[src/rtl/pc_ctrl_pkg.sv]
// rtl/pc_ctrl_pkg.sv - shared state encoding and default timing for the PC control sequencer
package pc_ctrl_pkg;

    // Stage order follows the reset-release sequence: all held, clk released,
    // cpu released, fully running, start pulse in flight.
    typedef enum logic [2:0] {
        S_ALL    = 3'd0,
        S_CLKREL = 3'd1,
        S_CPUREL = 3'd2,
        S_READY  = 3'd3,
        S_START  = 3'd4
    } seq_state_t;

    localparam int DEF_DEBOUNCE_CYCLES = 16;
    localparam int DEF_HOLD_CYCLES     = 25;
    localparam int DEF_START_LEN       = 25;
    localparam int DEF_CNT_W           = 16;

    // A timing parameter of 0 would make "count to N-1" meaningless; run it as 1.
    function automatic int clamp1(input int v);
        return (v < 1) ? 1 : v;
    endfunction

endpackage

[src/rtl/btn_debounce.sv]
// rtl/btn_debounce.sv - two-flop synchronizer followed by a stability-count debouncer
//
// Ports:
//   clk    in  system clock
//   rst_n  in  asynchronous active-low reset
//   raw    in  raw button/switch level, asynchronous to clk
//   level  out debounced level, resets to 0
module btn_debounce
    import pc_ctrl_pkg::*;
#(
    parameter int DEBOUNCE_CYCLES = DEF_DEBOUNCE_CYCLES,
    parameter int CNT_W           = DEF_CNT_W
) (
    input  logic clk,
    input  logic rst_n,
    input  logic raw,
    output logic level
);

    localparam int               DEB_EFF = clamp1(DEBOUNCE_CYCLES);
    localparam logic [CNT_W-1:0] LAST    = CNT_W'(DEB_EFF - 1);
    localparam logic [CNT_W-1:0] ONE     = CNT_W'(1);

    logic             sync1;
    logic             sync2;
    logic [CNT_W-1:0] cnt;

    // cnt counts consecutive synchronized samples that disagree with the
    // current level; any agreeing sample restarts the count.
    always_ff @(posedge clk or negedge rst_n) begin
        if (!rst_n) begin
            sync1 <= 1'b0;
            sync2 <= 1'b0;
            cnt   <= '0;
            level <= 1'b0;
        end else begin
            sync1 <= raw;
            sync2 <= sync1;
            if (sync2 == level) begin
                cnt <= '0;
            end else if (cnt == LAST) begin
                level <= sync2;
                cnt   <= '0;
            end else if (cnt != {CNT_W{1'b1}}) begin
                cnt <= cnt + ONE;
            end
        end
    end

endmodule

[src/rtl/pc_ctrl_sequencer.sv]
// rtl/pc_ctrl_sequencer.sv - staged reset release and start-pulse generator for the PC CPU top
//
// Ports:
//   boardCLK       in  system clock, rising edge
//   board_reset_n  in  asynchronous active-low reset
//   btn_reset      in  raw reset push-button (active-high)
//   btn_start      in  raw start push-button (active-high)
//   sw_enable      in  raw enable switch
//   clk_reset      out clock-domain reset to PC (active-high)
//   cpu_reset      out CPU reset to PC (active-high)
//   mem_reset      out memory reset to PC (active-high)
//   enable         out debounced sw_enable
//   start          out fixed-length start pulse
//   ready          out sequence complete and no pulse in flight
module pc_ctrl_sequencer
    import pc_ctrl_pkg::*;
#(
    parameter int DEBOUNCE_CYCLES = DEF_DEBOUNCE_CYCLES,
    parameter int HOLD_CYCLES     = DEF_HOLD_CYCLES,
    parameter int START_LEN       = DEF_START_LEN,
    parameter int CNT_W           = DEF_CNT_W
) (
    input  logic boardCLK,
    input  logic board_reset_n,
    input  logic btn_reset,
    input  logic btn_start,
    input  logic sw_enable,
    output logic clk_reset,
    output logic cpu_reset,
    output logic mem_reset,
    output logic enable,
    output logic start,
    output logic ready
);

    localparam logic [CNT_W-1:0] HOLD_LAST  = CNT_W'(clamp1(HOLD_CYCLES) - 1);
    localparam logic [CNT_W-1:0] START_LAST = CNT_W'(clamp1(START_LEN) - 1);
    localparam logic [CNT_W-1:0] ONE        = CNT_W'(1);

    logic db_reset, db_start, db_enable;
    logic db_reset_q, db_start_q;
    logic rst_edge, start_edge;

    btn_debounce #(.DEBOUNCE_CYCLES(DEBOUNCE_CYCLES), .CNT_W(CNT_W)) u_db_reset (
        .clk(boardCLK), .rst_n(board_reset_n), .raw(btn_reset), .level(db_reset)
    );
    btn_debounce #(.DEBOUNCE_CYCLES(DEBOUNCE_CYCLES), .CNT_W(CNT_W)) u_db_start (
        .clk(boardCLK), .rst_n(board_reset_n), .raw(btn_start), .level(db_start)
    );
    btn_debounce #(.DEBOUNCE_CYCLES(DEBOUNCE_CYCLES), .CNT_W(CNT_W)) u_db_enable (
        .clk(boardCLK), .rst_n(board_reset_n), .raw(sw_enable), .level(db_enable)
    );

    // Registered rising-edge detect: a held button yields exactly one edge.
    always_ff @(posedge boardCLK or negedge board_reset_n) begin
        if (!board_reset_n) begin
            db_reset_q <= 1'b0;
            db_start_q <= 1'b0;
            rst_edge   <= 1'b0;
            start_edge <= 1'b0;
            enable     <= 1'b0;
        end else begin
            db_reset_q <= db_reset;
            db_start_q <= db_start;
            rst_edge   <= db_reset & ~db_reset_q;
            start_edge <= db_start & ~db_start_q;
            enable     <= db_enable;
        end
    end

    seq_state_t       state, state_next;
    logic [CNT_W-1:0] cnt;
    logic             cnt_clr;
    logic             clk_reset_nx, cpu_reset_nx, mem_reset_nx, start_nx, ready_nx;

    // State register, shared stage counter and registered Moore outputs.
    always_ff @(posedge boardCLK or negedge board_reset_n) begin
        if (!board_reset_n) begin
            state     <= S_ALL;
            cnt       <= '0;
            clk_reset <= 1'b1;
            cpu_reset <= 1'b1;
            mem_reset <= 1'b1;
            start     <= 1'b0;
            ready     <= 1'b0;
        end else begin
            state     <= state_next;
            if (cnt_clr) begin
                cnt <= '0;
            end else if (cnt != {CNT_W{1'b1}}) begin
                cnt <= cnt + ONE;
            end
            clk_reset <= clk_reset_nx;
            cpu_reset <= cpu_reset_nx;
            mem_reset <= mem_reset_nx;
            start     <= start_nx;
            ready     <= ready_nx;
        end
    end

    // Next state. A reset edge overrides everything, including a coincident
    // start edge, and restarts the count even when already in S_ALL.
    always_comb begin
        state_next = state;
        cnt_clr    = 1'b0;
        if (rst_edge) begin
            state_next = S_ALL;
            cnt_clr    = 1'b1;
        end else begin
            case (state)
                S_ALL:    if (cnt == HOLD_LAST)  state_next = S_CLKREL;
                S_CLKREL: if (cnt == HOLD_LAST)  state_next = S_CPUREL;
                S_CPUREL: if (cnt == HOLD_LAST)  state_next = S_READY;
                S_READY:  if (start_edge)        state_next = S_START;
                S_START:  if (cnt == START_LAST) state_next = S_READY;
                default:                         state_next = S_ALL;
            endcase
            if (state_next != state) cnt_clr = 1'b1;
        end
    end

    // Outputs are decoded from the next state so the registered outputs
    // change on the same edge as the state itself.
    always_comb begin
        clk_reset_nx = 1'b0;
        cpu_reset_nx = 1'b0;
        mem_reset_nx = 1'b0;
        start_nx     = 1'b0;
        ready_nx     = 1'b0;
        case (state_next)
            S_ALL: begin
                clk_reset_nx = 1'b1;
                cpu_reset_nx = 1'b1;
                mem_reset_nx = 1'b1;
            end
            S_CLKREL: begin
                cpu_reset_nx = 1'b1;
                mem_reset_nx = 1'b1;
            end
            S_CPUREL: mem_reset_nx = 1'b1;
            S_READY:  ready_nx     = 1'b1;
            S_START:  start_nx     = 1'b1;
            default: begin
                clk_reset_nx = 1'b1;
                cpu_reset_nx = 1'b1;
                mem_reset_nx = 1'b1;
            end
        endcase
    end

endmodule

[config.mk]
export PLATFORM = sky130hd
export DESIGN_NAME = pc_ctrl_sequencer
export DESIGN_NICKNAME = d
export VERILOG_FILES = /design/src/rtl/pc_ctrl_pkg.sv /design/src/rtl/btn_debounce.sv /design/src/rtl/pc_ctrl_sequencer.sv
export SDC_FILE = /design/constraint.sdc
export NUM_CORES = 1
export LEC_CHECK = 0
export CAP_MARGIN = 20
export CORE_MARGIN = 1
export CORE_UTILIZATION = 45
export CTS_CLUSTER_DIAMETER = 200
export DETAILED_ROUTE_END_ITERATION = 12
export PLACE_DENSITY_LB_ADDON = 0.2
export REMOVE_ABC_BUFFERS = 1
export SKIP_LAST_GASP = 1
export SYNTH_ARGS = -nofsm -noshare
export SYNTH_HDL_FRONTEND = slang
export SYNTH_SLANG_ARGS = --single-unit
[constraint.sdc]
create_clock -name boardCLK -period 5.7 [get_ports boardCLK]
set_input_delay 1.71 -clock boardCLK [delete_from_list [all_inputs] [get_ports boardCLK]]
set_output_delay 1.71 -clock boardCLK [all_outputs]
set_load 0.005 [all_outputs]
==> After elaboration in Yosys (flattened, before gate mapping) <==
Index checks and enable logic that the tools add are counted.
{ "word_totals": {"output_inout_bits": 6, "wordCells": 92, "reg_bits": 86} }
{ "classes": {"mux": 25, "bitwise_logic": 7, "addsub": 4, "reduce_logical": 12, "eq_ne": 20} }
{ "op_table": {"columns": ["operator", "n"], "rows": [
  ["16-bit 2-to-1 mux", 11],
  ["16-bit by 1-bit adder with 16-bit output, second input constant", 4],
  ["16-bit != test, second input constant", 4],
  ["16-bit by 4-bit == test with 1-bit output, second input constant", 3],
  ["3-bit 2-to-1 mux", 6],
  ["16-bit by 5-bit == test with 1-bit output, second input constant", 1],
  ["3-bit by 2-bit == test with 1-bit output, second input constant", 4],
  ["3-bit one-hot mux with 4 select lines", 1],
  ["3-bit nonzero test", 3],
  ["1-bit 2-to-1 mux", 7],
  ["3-bit by 1-bit == test with 1-bit output, second input constant", 2],
  ["3-bit == test, second input constant", 2],
  ["2-bit AND reduction", 3],
  ["1-bit inverter", 5],
  ["2-bit OR reduction", 2],
  ["4-bit OR reduction", 1],
  ["1-bit == test", 3],
  ["3-bit logical NOT", 1],
  ["3-bit != test", 1],
  ["3-bit OR reduction", 1],
  ["1-bit AND", 2],
  ["2-bit nonzero test", 1]
]} }

==> Longest topological paths before layout <==
{ "logic_depth": {"depth_word": 8, "mapped_depth": 9, "ltp_nobuf": 6} }

==> Modules after synthesis <==
A second synthesis with hierarchy kept.
{ "hier_totals": {"cells_unflattened": 476, "area_unflattened_um2": 4634.4} }
{ "modules_own_cells": {"columns": ["module", "cells_per_inst", "seq_area_each_um2", "area_per_inst_um2", "n_inst"], "rows": [
  ["btn_debounce", 108, 475.5, 1057.3, 3],
  ["pc_ctrl_sequencer", 152, 729.4, 1462.7, 1]
]} }

==> Least setup slack after synthesis <==
No wires, ideal clock.
{ "synth_path": {"kind": "register to output", "from": "reg clk_reset", "to": "out clk_reset", "slack_ns": 3.489, "arrival_time_ns": 0.501, "path_stages_with_launch": 1, "cell_sequence": "dfstp_2"} }
{ "synth_rtl": {"columns": ["item", "line", "rtl"], "rows": [
  ["from (decl)", "pc_ctrl_sequencer.sv:28", "output logic clk_reset,"],
  ["from (signal assigned)", "pc_ctrl_sequencer.sv:93", "clk_reset <= clk_reset_nx;"]
]} }
No word-level cell between the ends.

==> Final worst setup path <==
{ "layout_path": {"from": "reg mem_reset", "to": "out mem_reset"} }
{ "layout_rtl": {"columns": ["item", "line", "rtl"], "rows": [
  ["from (decl)", "pc_ctrl_sequencer.sv:30", "output logic mem_reset,"],
  ["from (signal assigned)", "pc_ctrl_sequencer.sv:95", "mem_reset <= mem_reset_nx;"]
]} }
No word-level cell between the ends.

==> results.md <==
Floorplan:
- The cell row count is 36.
- The overall die area is between 0.01 and 0.015 mm².
- The initial utilization of the core area, before any placement, comes to 0.468.
- In this run the count of I/O pins placed on the die edge is 11.
- The floorplan step set the die height to ~100 µm.
- After floorplanning, the core was sized to cover about 0.0099 mm².
- The floorplan die width is 103 µm.

Layout:
- Once layout is complete, the utilization of the core stands at 0.506.
- Registers take around 0.0022 mm².
- The combined area of the multi-input logic cells is roughly 0.0023 mm².
- The layout overhead on the synthesized area is 8.24%.
- The layout has 930 filler cells.
- The final design instance area without fill is ~0.005 mm².
- Of the cells placed in the final design, the portion with a size suffix greater than 1 is 0.0673.
- 0 antenna diodes ended up in the layout.
- The final layout net count is between 400 and 500.

Route:
- The detailed-routing iteration count for the pre-antenna-repair pass is 5.
- For this block, the routed nets add up to between 9000 and 10000 µm of wire.
- The number of DRC violations after detailed-routing iteration 0 is between 100 and 150.
- The detail-routed via count per cell is 6.19.
- Once detail routing completed, the nets flagged for antenna violations numbered 0.
- Dividing the detail-routed wire length by the instance count gives 15.3 µm.
- In the routed design, unresolved DRC markers number 0.
- The via count of the routed design is about 3900.

Timing:
- In the final timing run, aggregate negative setup slack is 0 ns.
- Of the available clock period, the critical path in the final layout requires 0.539.
- The setup slack of the critical path after layout is between 2 and 3 ns.
- The worst pin sits at a relative slew slack of 0.372.
- Setup repair after global routing left no endpoint under its margin.
- The hold violation total from the final report is 0.
- For the pin with the worst max-slew slack, the measured transition is 0.934 ns.
- The final setup skew is 0.0106 ns.
- Setup violations remaining at the end of the flow were counted as 0.
- The count of final max-slew check failures is 0.
- The achievable clock frequency is around 330 MHz.
- The clock period minus final worst setup slack is just over 3 ns.

Pwr:
- Power spread over the standard cell area amounts to ~260 mW/mm².
- The total power of the final layout is between 0.001 and 0.0015 W.
- The total leakage power is a little over 2 nW.
- The maximum VDD drop is ~0.00011 V.

Synth:
- After synthesis the netlist holds a flip-flop and latch count of 86.
- Counting flops with an async set or reset pin after synthesis yields a share of 1.00.
- The count of yosys warnings during synthesis is 0.
- The synthesized netlist contains 56 unique library cells.
- For this run, the register share of the synthesized area comes to 0.467.
- The most used flip-flop cell after synthesis is sky130_fd_sc_hd__dfrtp_1.
- The count of flip-flops with a built-in enable after synthesis is 0.
- The synthesized area is approximately 0.0046 mm².
- The gate count after technology mapping is 482.
- Each instance of the synthesized netlist takes up on average roughly 9.6 µm².

Critical path:
- The count of cell instances traversed by the critical path is 1.
- The worst-path cell with the longest stage delay is sky130_fd_sc_hd__dfstp_2.
- Measured in cells, the most critical reg-to-reg path has a length of 5.
- The critical path endpoint category is an output port.
- The category of the worst setup path launch point is a flop.
- Counting both buffers and inverters, the worst setup path holds a total of 1.
- Of all nets on the critical path, the largest fanout is 1.
- The data arrival time of the critical path is between 1 and 1.5 ns.
- Traced cell by cell, the critical path runs through clkdlybuf4s50_1.
- The biggest cell delay along the critical path is roughly 0.52 ns.
- The gate family responsible for the most delay along the worst path is flip-flops.
- For the worst setup path, the data required time is between 3 and 4 ns.
- By startpoint and endpoint, the worst setup path is classified as flop to output port.

Clock network:
- In this run, post-CTS hold repair placed 0 buffers.
- The maximum clock path buffer count is 2.
- The number of cells upsized or downsized after cts is 0.
- The clock root buffer is sky130_fd_sc_hd__clkbuf_8.
- TritonCTS built the clock tree.
- The clock drives between 80 and 90 sinks.
- Post-CTS timing repair inserted 0 buffers for setup.
- The clock latency on the worst-skew pair is 0.35 ns.
- The H-tree generated during clock tree synthesis spans 3 levels.
- The clock transition time at the flip-flop clock pins of the worst setup and hold paths is 0.07 ns.
- Buffers inserted during clock tree synthesis total 9.

Outcome:
- The run finished with clean final reports.

GRT:
- The pin count of the biggest net entering global routing is between 80 and 90.
- The via count of the first global-routing pass is approximately 3500.
- Summed over all layers, the global routing overflow is 0.
- The global-route wire length before repair is 16300 µm.
- The global routing usage summed across all routing layers is 0.196.
- The number of antenna violations at the first check in global routing is 0.

Placed design:
- The placed instance area is 0.00481 mm².
- Input and output buffers added on the ports amount to 10.
- OpenSTA, run right after detailed placement, puts the worst setup slack at around 3.0 ns.
- Once detailed placement completed, the half-perimeter wirelength came to roughly 6300 µm.
- At the end of routability-driven placement, the weighted congestion stood at 0.828.

Min path:
- The number of instances on the worst hold path is 0.
- The worst hold path belongs to the class flop to flop.

Run:
- The max-capacitance violation count is 0.
[cell usage in the layout (no fill, tap or decap), types with 4 or more instances in the layout]
cell type                         instances
sky130_fd_sc_hd__a2111o_1                 6
sky130_fd_sc_hd__a211oi_1                13
sky130_fd_sc_hd__a21oi_1                 25
sky130_fd_sc_hd__a31oi_1                 11
sky130_fd_sc_hd__and3_1                  11
sky130_fd_sc_hd__and4_1                   5
sky130_fd_sc_hd__buf_4                    4
sky130_fd_sc_hd__clkbuf_8                10
sky130_fd_sc_hd__clkdlybuf4s50_1          9
sky130_fd_sc_hd__dfrtp_1                 83
sky130_fd_sc_hd__ha_1                     5
sky130_fd_sc_hd__inv_1                    8
sky130_fd_sc_hd__mux2i_1                 11
sky130_fd_sc_hd__nand2_1                 48
sky130_fd_sc_hd__nand2b_1                13
sky130_fd_sc_hd__nand3_1                 29
sky130_fd_sc_hd__nand4_1                 11
sky130_fd_sc_hd__nor2_1                  18
sky130_fd_sc_hd__nor3_1                  25
sky130_fd_sc_hd__nor4_1                  20
sky130_fd_sc_hd__o21ai_0                 22
sky130_fd_sc_hd__o21bai_1                 4
sky130_fd_sc_hd__o31ai_1                  8
sky130_fd_sc_hd__o41ai_1                  5
sky130_fd_sc_hd__or3_1                    8
sky130_fd_sc_hd__or4_1                   14
[cell type report]
class / instances / area share
Multi-Input combinational cell: 367 / 0.469
Sequential cell: 86 / 0.432
Tap cell: 133 / 0.0333
Clock buffer: 12 / 0.0291
Timing Repair Buffer: 15 / 0.0291
Inverter: 8 / 0.00601
Clock inverter: 2 / 0.00200
[registers in the layout, indices dropped and copies added (netlist names), 3 cells and up]
register         count
state                3
u_db_start.cnt      16
u_db_enable.cnt     16
u_db_reset.cnt      16
cnt                 16
[metal layers]
| layer | routed length [µm] | global-route usage | up-vias |
|---|---|---|---|
| li1 | - | - | 1887 |
| met1 | 4560 | 0.269 | 1882 |
| met2 | 4540 | 0.311 | 75 |
| met3 | 312 | 0.0363 | 12 |
| met4 | 125 | 0.0693 | 0 |
| met5 | 0 | 0 | - |
[path summary, 6_finish.rpt]
path,startpoint,end,slack (ns)
worst max register to register,u_db_enable.cnt[11],u_db_enable.cnt[8],3.30
max in group asynchronous,board_reset_n,mem_reset,3.70
min in group asynchronous,board_reset_n,ready,1.34
worst min-delay path,u_db_reset.sync1,u_db_reset.sync2,0.35
worst max-delay path,mem_reset,mem_reset,2.63
worst min register to register,u_db_reset.sync1,u_db_reset.sync2,0.35
[Yosys cell counts, types with 6 or more instances]
cell type                  number  area [µm²]
sky130_fd_sc_hd__nor3_1        25         125
sky130_fd_sc_hd__buf_2          6        30.0
sky130_fd_sc_hd__nand4_1       11        68.8
sky130_fd_sc_hd__or3_1          8        50.1
sky130_fd_sc_hd__and3_1        11        68.8
sky130_fd_sc_hd__mux2i_1       11         110
sky130_fd_sc_hd__dfrtp_1       83        2080
sky130_fd_sc_hd__a2111o_1       6        67.6
sky130_fd_sc_hd__o21ai_0       22         110
sky130_fd_sc_hd__nor4_1        20         125
sky130_fd_sc_hd__a31oi_1       11        68.8
sky130_fd_sc_hd__or4_1         14         105
sky130_fd_sc_hd__a211oi_1      13        97.6
sky130_fd_sc_hd__nand2_1       48         180
sky130_fd_sc_hd__inv_1          8        30.0
sky130_fd_sc_hd__nand2b_1      13        81.3
sky130_fd_sc_hd__nor2_1        18        67.6
sky130_fd_sc_hd__o31ai_1        8        60.1
sky130_fd_sc_hd__a21oi_1       25         125
sky130_fd_sc_hd__clkbuf_1      15        56.3
sky130_fd_sc_hd__nand3_1       29         145
[stage by stage]
step	hold WS (ns)	std cells
3_5_place_dp	0.335	607
2_1_floorplan	0.331	461
3_3_place_gp	0.333	606
4_1_cts	0.351	621
5_1_grt	0.372	623
6_report	0.350	623
[cell families (layout without fill, tap and decap cells)]
family / after synthesis / count (layout) / share of synthesized area
AOI/OAI and AO/OA: 123 / 123 / 0.189
xor gates and xnor gates: 6 / 6 / 0.0114
adders and majority gates: 6 / 6 / 0.0157
buffers and inverters: 29 / 37 / 0.0252
DFF: 86 / 86 / 0.467
muxes: 14 / 14 / 0.0312
and+or+nand+nor: 218 / 218 / 0.260
[power breakdown]
part	total [W]	internal, W	switching (W)
combinational	0.000199	0.0000921	0.000107
clock	0.000368	0.000165	0.000204
sequential	0.000711	0.000659	0.0000522
total	0.00128	0.000916	0.000363
No activity file was read; power rests on OpenSTA's default activity.
